<file path="src/rtl/axis_egress_arb_if.sv">
// axis_egress_arb_if: per-port source streams plus the merged OPED-bound stream.
// master is the arbiter's view, slave is the view of the surrounding sources/sink.
interface axis_egress_arb_if #(
  parameter int NPORT = 4
) ();
  logic [NPORT*256-1:0] S_AXIS_DAT_TDATA;
  logic [NPORT*32-1:0]  S_AXIS_DAT_TSTRB;
  logic [NPORT-1:0]     S_AXIS_DAT_TVALID;
  logic [NPORT-1:0]     S_AXIS_DAT_TLAST;
  logic [NPORT-1:0]     S_AXIS_DAT_TREADY;
  logic [NPORT*16-1:0]  S_AXIS_LEN_TDATA;
  logic [NPORT*8-1:0]   S_AXIS_SPT_TDATA;
  logic [NPORT*8-1:0]   S_AXIS_DPT_TDATA;
  logic [NPORT-1:0]     S_AXIS_ERR_TDATA;
  logic [255:0]         M_AXIS_DAT_TDATA;
  logic [31:0]          M_AXIS_DAT_TSTRB;
  logic                 M_AXIS_DAT_TVALID;
  logic                 M_AXIS_DAT_TLAST;
  logic                 M_AXIS_DAT_TREADY;
  logic [15:0]          M_AXIS_LEN_TDATA;
  logic [7:0]           M_AXIS_SPT_TDATA;
  logic [7:0]           M_AXIS_DPT_TDATA;
  logic                 M_AXIS_ERR_TDATA;
  modport master (
    input  S_AXIS_DAT_TDATA, S_AXIS_DAT_TSTRB, S_AXIS_DAT_TVALID, S_AXIS_DAT_TLAST,
    input  S_AXIS_LEN_TDATA, S_AXIS_SPT_TDATA, S_AXIS_DPT_TDATA, S_AXIS_ERR_TDATA,
    output S_AXIS_DAT_TREADY,
    output M_AXIS_DAT_TDATA, M_AXIS_DAT_TSTRB, M_AXIS_DAT_TVALID, M_AXIS_DAT_TLAST,
    output M_AXIS_LEN_TDATA, M_AXIS_SPT_TDATA, M_AXIS_DPT_TDATA, M_AXIS_ERR_TDATA,
    input  M_AXIS_DAT_TREADY
  );
  modport slave (
    output S_AXIS_DAT_TDATA, S_AXIS_DAT_TSTRB, S_AXIS_DAT_TVALID, S_AXIS_DAT_TLAST,
    output S_AXIS_LEN_TDATA, S_AXIS_SPT_TDATA, S_AXIS_DPT_TDATA, S_AXIS_ERR_TDATA,
    input  S_AXIS_DAT_TREADY,
    input  M_AXIS_DAT_TDATA, M_AXIS_DAT_TSTRB, M_AXIS_DAT_TVALID, M_AXIS_DAT_TLAST,
    input  M_AXIS_LEN_TDATA, M_AXIS_SPT_TDATA, M_AXIS_DPT_TDATA, M_AXIS_ERR_TDATA,
    output M_AXIS_DAT_TREADY
  );
endinterface

</file>
<file path="src/rtl/axis_egress_arb.sv">
// axis_egress_arb: packet-granular round-robin arbiter merging NPORT sources onto the OPED stream.
// A grant is held through TLAST so sideband stays coherent; one idle cycle separates packets.
module axis_egress_arb #(
  parameter int NPORT = 4,
  parameter int CW = 32
) (
  input  logic              ACLK,
  input  logic              ARESET,
  input  logic [NPORT-1:0]  PORT_EN,
  axis_egress_arb_if.master bus,
  output logic [NPORT-1:0]  GRANT,
  output logic              BUSY,
  output logic [CW-1:0]     PKT_COUNT
);
  localparam int LW = $clog2(NPORT);
  typedef enum logic {IDLE, PKT} state_t;
  state_t state_q, state_d;
  logic [LW-1:0] gnt_q, gnt_d, last_q, last_d, sel, j;
  logic [CW-1:0] cnt_q, cnt_d;
  logic [NPORT-1:0] req;
  logic [255:0] dat [NPORT];
  logic [31:0] strb [NPORT];
  logic [15:0] len [NPORT];
  logic [7:0] spt [NPORT];
  logic [7:0] dpt [NPORT];
  for (genvar i = 0; i < NPORT; i++) begin : g_unpack
    assign dat[i]  = bus.S_AXIS_DAT_TDATA[i*256 +: 256];
    assign strb[i] = bus.S_AXIS_DAT_TSTRB[i*32 +: 32];
    assign len[i]  = bus.S_AXIS_LEN_TDATA[i*16 +: 16];
    assign spt[i]  = bus.S_AXIS_SPT_TDATA[i*8 +: 8];
    assign dpt[i]  = bus.S_AXIS_DPT_TDATA[i*8 +: 8];
  end
  assign req = bus.S_AXIS_DAT_TVALID & PORT_EN;
  assign BUSY = state_q == PKT;
  assign GRANT = BUSY ? (NPORT'(1) << gnt_q) : '0;
  assign PKT_COUNT = cnt_q;
  assign bus.S_AXIS_DAT_TREADY = GRANT & {NPORT{bus.M_AXIS_DAT_TREADY}};
  assign bus.M_AXIS_DAT_TVALID = BUSY & bus.S_AXIS_DAT_TVALID[gnt_q];
  assign bus.M_AXIS_DAT_TLAST  = BUSY & bus.S_AXIS_DAT_TLAST[gnt_q];
  assign bus.M_AXIS_ERR_TDATA  = BUSY & bus.S_AXIS_ERR_TDATA[gnt_q];
  assign bus.M_AXIS_DAT_TDATA  = BUSY ? dat[gnt_q] : '0;
  assign bus.M_AXIS_DAT_TSTRB  = BUSY ? strb[gnt_q] : '0;
  assign bus.M_AXIS_LEN_TDATA  = BUSY ? len[gnt_q] : '0;
  assign bus.M_AXIS_SPT_TDATA  = BUSY ? spt[gnt_q] : '0;
  assign bus.M_AXIS_DPT_TDATA  = BUSY ? dpt[gnt_q] : '0;
  // Scan from farthest to nearest so the port closest after last_q wins.
  always_comb begin
    j = '0;
    sel = last_q;
    for (int k = NPORT; k >= 1; k--) begin
      j = LW'((int'(last_q) + k) % NPORT);
      sel = req[j] ? j : sel;
    end
    state_d = state_q;
    gnt_d = gnt_q;
    last_d = last_q;
    cnt_d = cnt_q;
    if (!BUSY && |req) begin
      state_d = PKT;
      gnt_d = sel;
    end
    if (bus.M_AXIS_DAT_TVALID && bus.M_AXIS_DAT_TREADY && bus.M_AXIS_DAT_TLAST) begin
      state_d = IDLE;
      last_d = gnt_q;
      cnt_d = cnt_q + CW'(1);
    end
  end
  always_ff @(posedge ACLK or posedge ARESET) begin
    if (ARESET) begin
      state_q <= IDLE;
      gnt_q <= '0;
      last_q <= LW'(NPORT - 1);
      cnt_q <= '0;
    end else begin
      state_q <= state_d;
      gnt_q <= gnt_d;
      last_q <= last_d;
      cnt_q <= cnt_d;
    end
  end
endmodule

</file>
<file path="src/flat_wrapper.sv">
// flat-port wrapper written by rule: the top's interface ports become plain ports
module axis_egress_arb_flat 
#(
  parameter int NPORT = 4,
  parameter int CW = 32
)
  (ACLK, ARESET, PORT_EN, GRANT, BUSY, PKT_COUNT, bus_S_AXIS_DAT_TDATA, bus_S_AXIS_DAT_TSTRB, bus_S_AXIS_DAT_TVALID, bus_S_AXIS_DAT_TLAST, bus_S_AXIS_LEN_TDATA, bus_S_AXIS_SPT_TDATA, bus_S_AXIS_DPT_TDATA, bus_S_AXIS_ERR_TDATA, bus_S_AXIS_DAT_TREADY, bus_M_AXIS_DAT_TDATA, bus_M_AXIS_DAT_TSTRB, bus_M_AXIS_DAT_TVALID, bus_M_AXIS_DAT_TLAST, bus_M_AXIS_LEN_TDATA, bus_M_AXIS_SPT_TDATA, bus_M_AXIS_DPT_TDATA, bus_M_AXIS_ERR_TDATA, bus_M_AXIS_DAT_TREADY);
  axis_egress_arb_if #(.NPORT(NPORT)) bus_i ();
  input  logic ACLK;
  input  logic ARESET;
  input  logic [NPORT-1:0] PORT_EN;
  output logic [NPORT-1:0] GRANT;
  output logic BUSY;
  output logic [CW-1:0] PKT_COUNT;
  input wire logic [$bits(bus_i.S_AXIS_DAT_TDATA)-1:0] bus_S_AXIS_DAT_TDATA;
  input wire logic [$bits(bus_i.S_AXIS_DAT_TSTRB)-1:0] bus_S_AXIS_DAT_TSTRB;
  input wire logic [$bits(bus_i.S_AXIS_DAT_TVALID)-1:0] bus_S_AXIS_DAT_TVALID;
  input wire logic [$bits(bus_i.S_AXIS_DAT_TLAST)-1:0] bus_S_AXIS_DAT_TLAST;
  input wire logic [$bits(bus_i.S_AXIS_LEN_TDATA)-1:0] bus_S_AXIS_LEN_TDATA;
  input wire logic [$bits(bus_i.S_AXIS_SPT_TDATA)-1:0] bus_S_AXIS_SPT_TDATA;
  input wire logic [$bits(bus_i.S_AXIS_DPT_TDATA)-1:0] bus_S_AXIS_DPT_TDATA;
  input wire logic [$bits(bus_i.S_AXIS_ERR_TDATA)-1:0] bus_S_AXIS_ERR_TDATA;
  output wire logic [$bits(bus_i.S_AXIS_DAT_TREADY)-1:0] bus_S_AXIS_DAT_TREADY;
  output wire logic [$bits(bus_i.M_AXIS_DAT_TDATA)-1:0] bus_M_AXIS_DAT_TDATA;
  output wire logic [$bits(bus_i.M_AXIS_DAT_TSTRB)-1:0] bus_M_AXIS_DAT_TSTRB;
  output wire logic [$bits(bus_i.M_AXIS_DAT_TVALID)-1:0] bus_M_AXIS_DAT_TVALID;
  output wire logic [$bits(bus_i.M_AXIS_DAT_TLAST)-1:0] bus_M_AXIS_DAT_TLAST;
  output wire logic [$bits(bus_i.M_AXIS_LEN_TDATA)-1:0] bus_M_AXIS_LEN_TDATA;
  output wire logic [$bits(bus_i.M_AXIS_SPT_TDATA)-1:0] bus_M_AXIS_SPT_TDATA;
  output wire logic [$bits(bus_i.M_AXIS_DPT_TDATA)-1:0] bus_M_AXIS_DPT_TDATA;
  output wire logic [$bits(bus_i.M_AXIS_ERR_TDATA)-1:0] bus_M_AXIS_ERR_TDATA;
  input wire logic [$bits(bus_i.M_AXIS_DAT_TREADY)-1:0] bus_M_AXIS_DAT_TREADY;
  assign bus_i.S_AXIS_DAT_TDATA = bus_S_AXIS_DAT_TDATA;
  assign bus_i.S_AXIS_DAT_TSTRB = bus_S_AXIS_DAT_TSTRB;
  assign bus_i.S_AXIS_DAT_TVALID = bus_S_AXIS_DAT_TVALID;
  assign bus_i.S_AXIS_DAT_TLAST = bus_S_AXIS_DAT_TLAST;
  assign bus_i.S_AXIS_LEN_TDATA = bus_S_AXIS_LEN_TDATA;
  assign bus_i.S_AXIS_SPT_TDATA = bus_S_AXIS_SPT_TDATA;
  assign bus_i.S_AXIS_DPT_TDATA = bus_S_AXIS_DPT_TDATA;
  assign bus_i.S_AXIS_ERR_TDATA = bus_S_AXIS_ERR_TDATA;
  assign bus_S_AXIS_DAT_TREADY = bus_i.S_AXIS_DAT_TREADY;
  assign bus_M_AXIS_DAT_TDATA = bus_i.M_AXIS_DAT_TDATA;
  assign bus_M_AXIS_DAT_TSTRB = bus_i.M_AXIS_DAT_TSTRB;
  assign bus_M_AXIS_DAT_TVALID = bus_i.M_AXIS_DAT_TVALID;
  assign bus_M_AXIS_DAT_TLAST = bus_i.M_AXIS_DAT_TLAST;
  assign bus_M_AXIS_LEN_TDATA = bus_i.M_AXIS_LEN_TDATA;
  assign bus_M_AXIS_SPT_TDATA = bus_i.M_AXIS_SPT_TDATA;
  assign bus_M_AXIS_DPT_TDATA = bus_i.M_AXIS_DPT_TDATA;
  assign bus_M_AXIS_ERR_TDATA = bus_i.M_AXIS_ERR_TDATA;
  assign bus_i.M_AXIS_DAT_TREADY = bus_M_AXIS_DAT_TREADY;
  axis_egress_arb #(.NPORT(NPORT), .CW(CW)) u_core (.ACLK(ACLK), .ARESET(ARESET), .PORT_EN(PORT_EN), .bus(bus_i), .GRANT(GRANT), .BUSY(BUSY), .PKT_COUNT(PKT_COUNT));
endmodule
</file>
<file path="config.mk">
export PLATFORM = sky130hd
export DESIGN_NAME = axis_egress_arb_flat
export DESIGN_NICKNAME = d
export VERILOG_FILES = /design/src/rtl/axis_egress_arb_if.sv /design/src/rtl/axis_egress_arb.sv /design/src/flat_wrapper.sv
export SDC_FILE = /design/constraint.sdc
export NUM_CORES = 1
export LEC_CHECK = 0
export CORE_AREA = 2 2 647 649
export DETAILED_ROUTE_END_ITERATION = 16
export DIE_AREA = 0 0 649 651
export MAX_ROUTING_LAYER = met4
export SYNTH_ARGS = -nofsm -noshare
export SYNTH_HDL_FRONTEND = slang
export SYNTH_SLANG_ARGS = --single-unit
</file>
<file path="constraint.sdc">
create_clock -name ACLK -period 2.4 [get_ports ACLK]
set_clock_uncertainty 0.15 [all_clocks]
set_input_delay 0.24 -clock ACLK [delete_from_list [all_inputs] [get_ports ACLK]]
set_output_delay 0.24 -clock ACLK [all_outputs]
set_load 0.01 [all_outputs]
</file>
# Word-level counts from Yosys, hierarchy flattened

Index checks and enable logic that the tools add are counted.

Register bits after elaboration: 37
Input port bits: 1299
Output and inout port bits: 364
Word-level logic and storage cells: 69

Add/sub/neg operators: 5
$lt $le $gt $ge: 6
Shifts and indexed selects: 1
Muxes and demuxes: 41
Bitwise operators: 6
Reductions and logical operators: 6

Operators with widths:

| kind                                                        | number |
|---|---|
| two-way mux 256 bit                                         | 3 |
| binary-select mux 256 bit (select 2 bit)                    | 1 |
| two-way mux 32 bit                                          | 3 |
| binary-select mux 32 bit (select 2 bit)                     | 1 |
| two-way mux 16 bit                                          | 3 |
| two-way mux 8 bit                                           | 6 |
| adder 32 x 1 -> 32 bit (second input constant)              | 1 |
| binary-select mux 16 bit (select 2 bit)                     | 1 |
| binary-select mux 8 bit (select 2 bit)                      | 2 |
| less-than comparator 2 x 3 -> 1 bit (second input constant) | 5 |
| binary-select mux 1 bit (select 2 bit)                      | 7 |
| two-way mux 1 bit                                           | 9 |
| AND 4 bit                                                   | 2 |
| two-way mux 2 bit                                           | 4 |
| adder 2 x 1 -> 2 bit (second input constant)                | 2 |
| adder 2 bit (second input constant)                         | 2 |
| two-way mux 4 bit                                           | 1 |
| OR reduction 4 bit                                          | 1 |
| << shifter 1 x 2 -> 4 bit (first input constant)            | 1 |
| AND 1 bit                                                   | 3 |
| greater-or-equal comparator 3 bit (second input constant)   | 1 |
| logical AND 1 bit                                           | 3 |
| NOT 2 -> 3 bit                                              | 1 |
| nonzero test 2 bit                                          | 1 |
| logical NOT 1 bit                                           | 1 |

# Logic depth before layout (Yosys ltp)

Depth after elaboration: 7
Mapped depth: 8
Depth with buffers taken out: 5

# Worst setup path after synthesis

OpenSTA, ideal clock, no wires.

Path kind: register to output
Start: register u_core.gnt_q[0]
End: output bus_M_AXIS_DAT_TDATA[217]
Arrival time: 1.681 ns
Data required time: 2.010 ns
Setup slack: 0.329 ns
Cell stages (with the launch flop): 6
Buffers on the path: 3
Cells stage by stage: dfrtp_1 -> buf_2 -> buf_4 -> buf_2 -> mux4_2 -> and2_1

Longest elaborated chain between the ends: 5

RTL lines:

| what                                                   | line                  | source |
|---|---|---|
| start: declaration                                     | axis_egress_arb.sv:18 | `logic [LW-1:0] gnt_q, gnt_d, last_q, last_d, sel, j;` |
| start signal: assignment                               | axis_egress_arb.sv:76 | `gnt_q <= gnt_d;` |
| NOT 2 -> 3 bit (not written as such)                   | axis_egress_arb.sv:41 | `assign bus.M_AXIS_DAT_TDATA = BUSY ? dat[gnt_q] : '0;` |
| binary-select mux 256 bit (select 2 bit)               | axis_egress_arb.sv:41 |  |
| two-way mux 256 bit (not written as such) (2 in a row) | axis_egress_arb.sv:41 |  |
| two-way mux 256 bit                                    | axis_egress_arb.sv:41 |  |
| end: declaration                                       | flat_wrapper.sv:24    | `output wire logic [$bits(bus_i.M_AXIS_DAT_TDATA)-1:0] bus_M_AXIS_DAT_TDATA;` |

Every way passes these cells. The select of a mux whose other input is x is not followed.

# Final worst setup path

Same ends and word-level chain as after synthesis.

==> results.json <==
{
  "status": "finished, violations left",
  "violations": "setup timing",
  "ys.flop_type": "dfrtp_1",
  "synth_cells": 936,
  "viasPerCell": 2.38,
  "seq_area_frac_synth_pct": 7.99,
  "post-route-period-util_pct": 120,
  "fp-row-count": 237,
  "setup_tns_ps": -107030,
  "r2r_end": "u_core.PKT_COUNT[1]$_DFFE_PP0P_",
  "grt.overflow.total": 0,
  "gr-max-usage-layer": "met2",
  "grt_max_degree": 55,
  "core_area_um2": 415000,
  "hp-class": "input pin to asynchronous set/reset pin",
  "max-cap-violations": 0,
  "drtIter0Drc": 1610,
  "cp-end-kind": "primary output",
  "worst_slack_ps": -478,
  "synth_fp_nets": 2236,
  "critPathLaunchType": "register",
  "drive_above_1_share_pct": 41.1,
  "r2r-start": "u_core.gnt_q[0]$_DFFE_PP0P_",
  "gp_congestion": 0.985,
  "routedWlPerCell_um": 46.2,
  "grt_pass1_vias": 19553,
  "hold_violations": 0,
  "cts_sinks": 37,
  "antenna_found_initial": 580,
  "async_flop_share_pct": 100,
  "internal_power_mw": 23.5,
  "clkLatencyLatePin_ps": 320,
  "crit_required_ps": 2010,
  "die_area_um2": 422000,
  "power.leakage_nw": 13.4,
  "final_cell_mix": "clkdlybuf4s50_1, mux4_2, and2_4",
  "start_util_pct": 2.80,
  "htreeDepth": 2,
  "use_met3_pct": 15.9,
  "place_hpwl_um": 380000,
  "worstMarginPinSlew_ps": 542,
  "rsz0062_at_grt": "yes",
  "seq_area_um2": 940,
  "place_area_um2": 37200,
  "dr_total_vias": 20498,
  "setup_violations": 360,
  "area_delta_synth_final_pct": 249,
  "die_w_um": 649,
  "cts_max_path_buffers": 2,
  "nets": 4072,
  "yosysTopAreaCell": "mux4_2",
  "final_common_cell": "clkdlybuf4s50_1",
  "num_io_pins": 1663,
  "numCtsBuffers": 5,
  "worstPathArrival_ps": 2490,
  "ff2ff_path_depth": 8,
  "vdd_drop_max_uv": 528,
  "switching_share_pct": 48.2,
  "wirelength_um": 398000,
  "yosysTopAreaCellShare_pct": 62.5,
  "met2_usage_pct": 30.0,
  "ys_types": 37,
  "cts_tree": "yes",
  "final_cells": 8613,
  "crit_fanout": 9,
  "p_clk_share_pct": 1.7,
  "pwr-share-seq_pct": 1.9,
  "ys_seq_elements": 37,
  "max_freq_mhz": 347,
  "comb_power_share_pct": 96.4,
  "final_area_um2": 40500,
  "synth_area_leaders": "mux4_2, and2_1, dfrtp_1, clkbuf_1, buf_2",
  "avgSynthCellArea_um2": 12.4,
  "portBuffers": 1662,
  "grt_pass1_wl_um": 444000,
  "drtPass1Iterations": 5,
  "multi_input_area_um2": 10700,
  "synth_warnings": 0,
  "synth-edff-count": 0,
  "dp_cells": 8125,
  "switching_power_mw": 21.9,
  "layout_min_cycle_time_ps": 2880,
  "path_class": "register to primary output",
  "clk_pin_slew_ps": 70,
  "grtUsageTotal_pct": 18.8,
  "drtAntennaViolNets": 0,
  "root_buffer": "clkbuf_16",
  "fillerInstances": 47768,
  "slew_headroom_pct": 63.8,
  "grtUsageMet1_pct": 17.1,
  "drc_errors": 0,
  "regToRegSetupSlack_ps": -340,
  "power_density_nw_per_um2": 1120,
  "finalMaxSlewViolations": 0,
  "dieHeight_um": 651,
  "syn_area_um2": 11600
}
==> cell type report <==
cell class	count	share of cell area, %
Timing Repair Buffer	1942	51.8
Multi-Input combinational cell	781	26.4
Tap cell	5497	17.0
Sequential cell	37	2.32
Antenna cell	343	2.12
Clock buffer	8	0.361
Inverter	5	0.0463
==> routing by layer <==
metal,part of all wire (%),wire length (µm)
met4,3.2,12700
met1,32,127000
met3,20,77700
met5,0,0
met2,45,181000
==> critical path, stage by stage, from the launching register on <==
cell	delay [ps]
dfrtp_4	510
buf_16	170
buf_16	200
buf_12	150
buf_12	130
buf_8	120
buf_6	120
mux4_2	420
and2_4	150
buf_6	110
==> worst max path at each step <==
stage / startpoint / end / slack, ps / cells past startpoint
6_report: u_core.gnt_q[0]$_DFFE_PP0P_ / bus_M_AXIS_DAT_TDATA[217] / -480 / 9
3_3_place_gp: u_core.gnt_q[0]$_DFFE_PP0P_ / bus_M_AXIS_DAT_TDATA[105] / -560 / 5
4_1_cts: u_core.gnt_q[0]$_DFFE_PP0P_ / bus_M_AXIS_DAT_TDATA[67] / -540 / 8
5_1_grt: u_core.gnt_q[0]$_DFFE_PP0P_ / bus_M_AXIS_DAT_TDATA[217] / -510 / 9
3_5_place_dp: u_core.gnt_q[0]$_DFFE_PP0P_ / bus_M_AXIS_SPT_TDATA[5] / -520 / 5
2_1_floorplan: u_core.gnt_q[0]$_DFFE_PP0P_ / bus_M_AXIS_DAT_TDATA[217] / 330 / 5
==> logic make-up after synthesis <==
group / after synthesis / synth area share [%]
xor+xnor: 31 / 2.34
flops: 37 / 7.99
buf+inv: 118 / 4.41
compound gates: 11 / 0.679
mux: 329 / 63.1
simple gates: 409 / 21.4
fa+ha+maj: 1 / 0.108
==> state kept, by name (all words and copies together) (netlist names) <==
register	cells
u_core.last_q	2
u_core.BUSY	1
u_core.PKT_COUNT	32
u_core.gnt_q	2
==> what timing repair did <==
item                       CTS  global route
hold buffers                 0             0
setup buffers              114            26
gates cloned                13             2
resized for setup          830           209
pin swaps                   69            23
setup endpoints to repair  364           365
==> power groups by stage <==
stage	sequential [mW]	clock (mW)	combinational, mW
after CTS	0.852	0.786	44.1
after global placement	1.07	0	39.7
final	0.858	0.757	43.8
after global routing	0.871	0.800	45.6
after detailed placement	1.07	0	39.6
after floorplan	0.810	0	12.5
==> cell usage after synthesis, types with 2 or more instances <==
cell type / n
and2_1: 326
mux4_2: 322
clkbuf_1: 52
buf_2: 37
dfrtp_1: 35
nand2_1: 20
buf_1: 18
xor2_1: 18
nand3_1: 15
nor2_1: 13
nor3_1: 13
xnor2_1: 13
buf_4: 6
and3_1: 5
inv_1: 5
mux2_2: 5
nand4_1: 5
nor3b_1: 4
a31oi_1: 2
a32oi_1: 2
and4_1: 2
dfstp_2: 2
mux2i_1: 2
==> per-stage QoR <==
stage                     power, mW  worst slack, ps  hold WS, ps  utilization [%]
after detailed placement       40.7             -517          310             8.95
final                          45.4             -478          150             9.75
after CTS                      45.7             -542          136             9.42
after global routing           47.3             -505          158             9.75
after global placement         40.7             -557          314             8.95
after floorplan                13.4              329          268                -
Note: power is estimated with default switching activity, not from simulation.
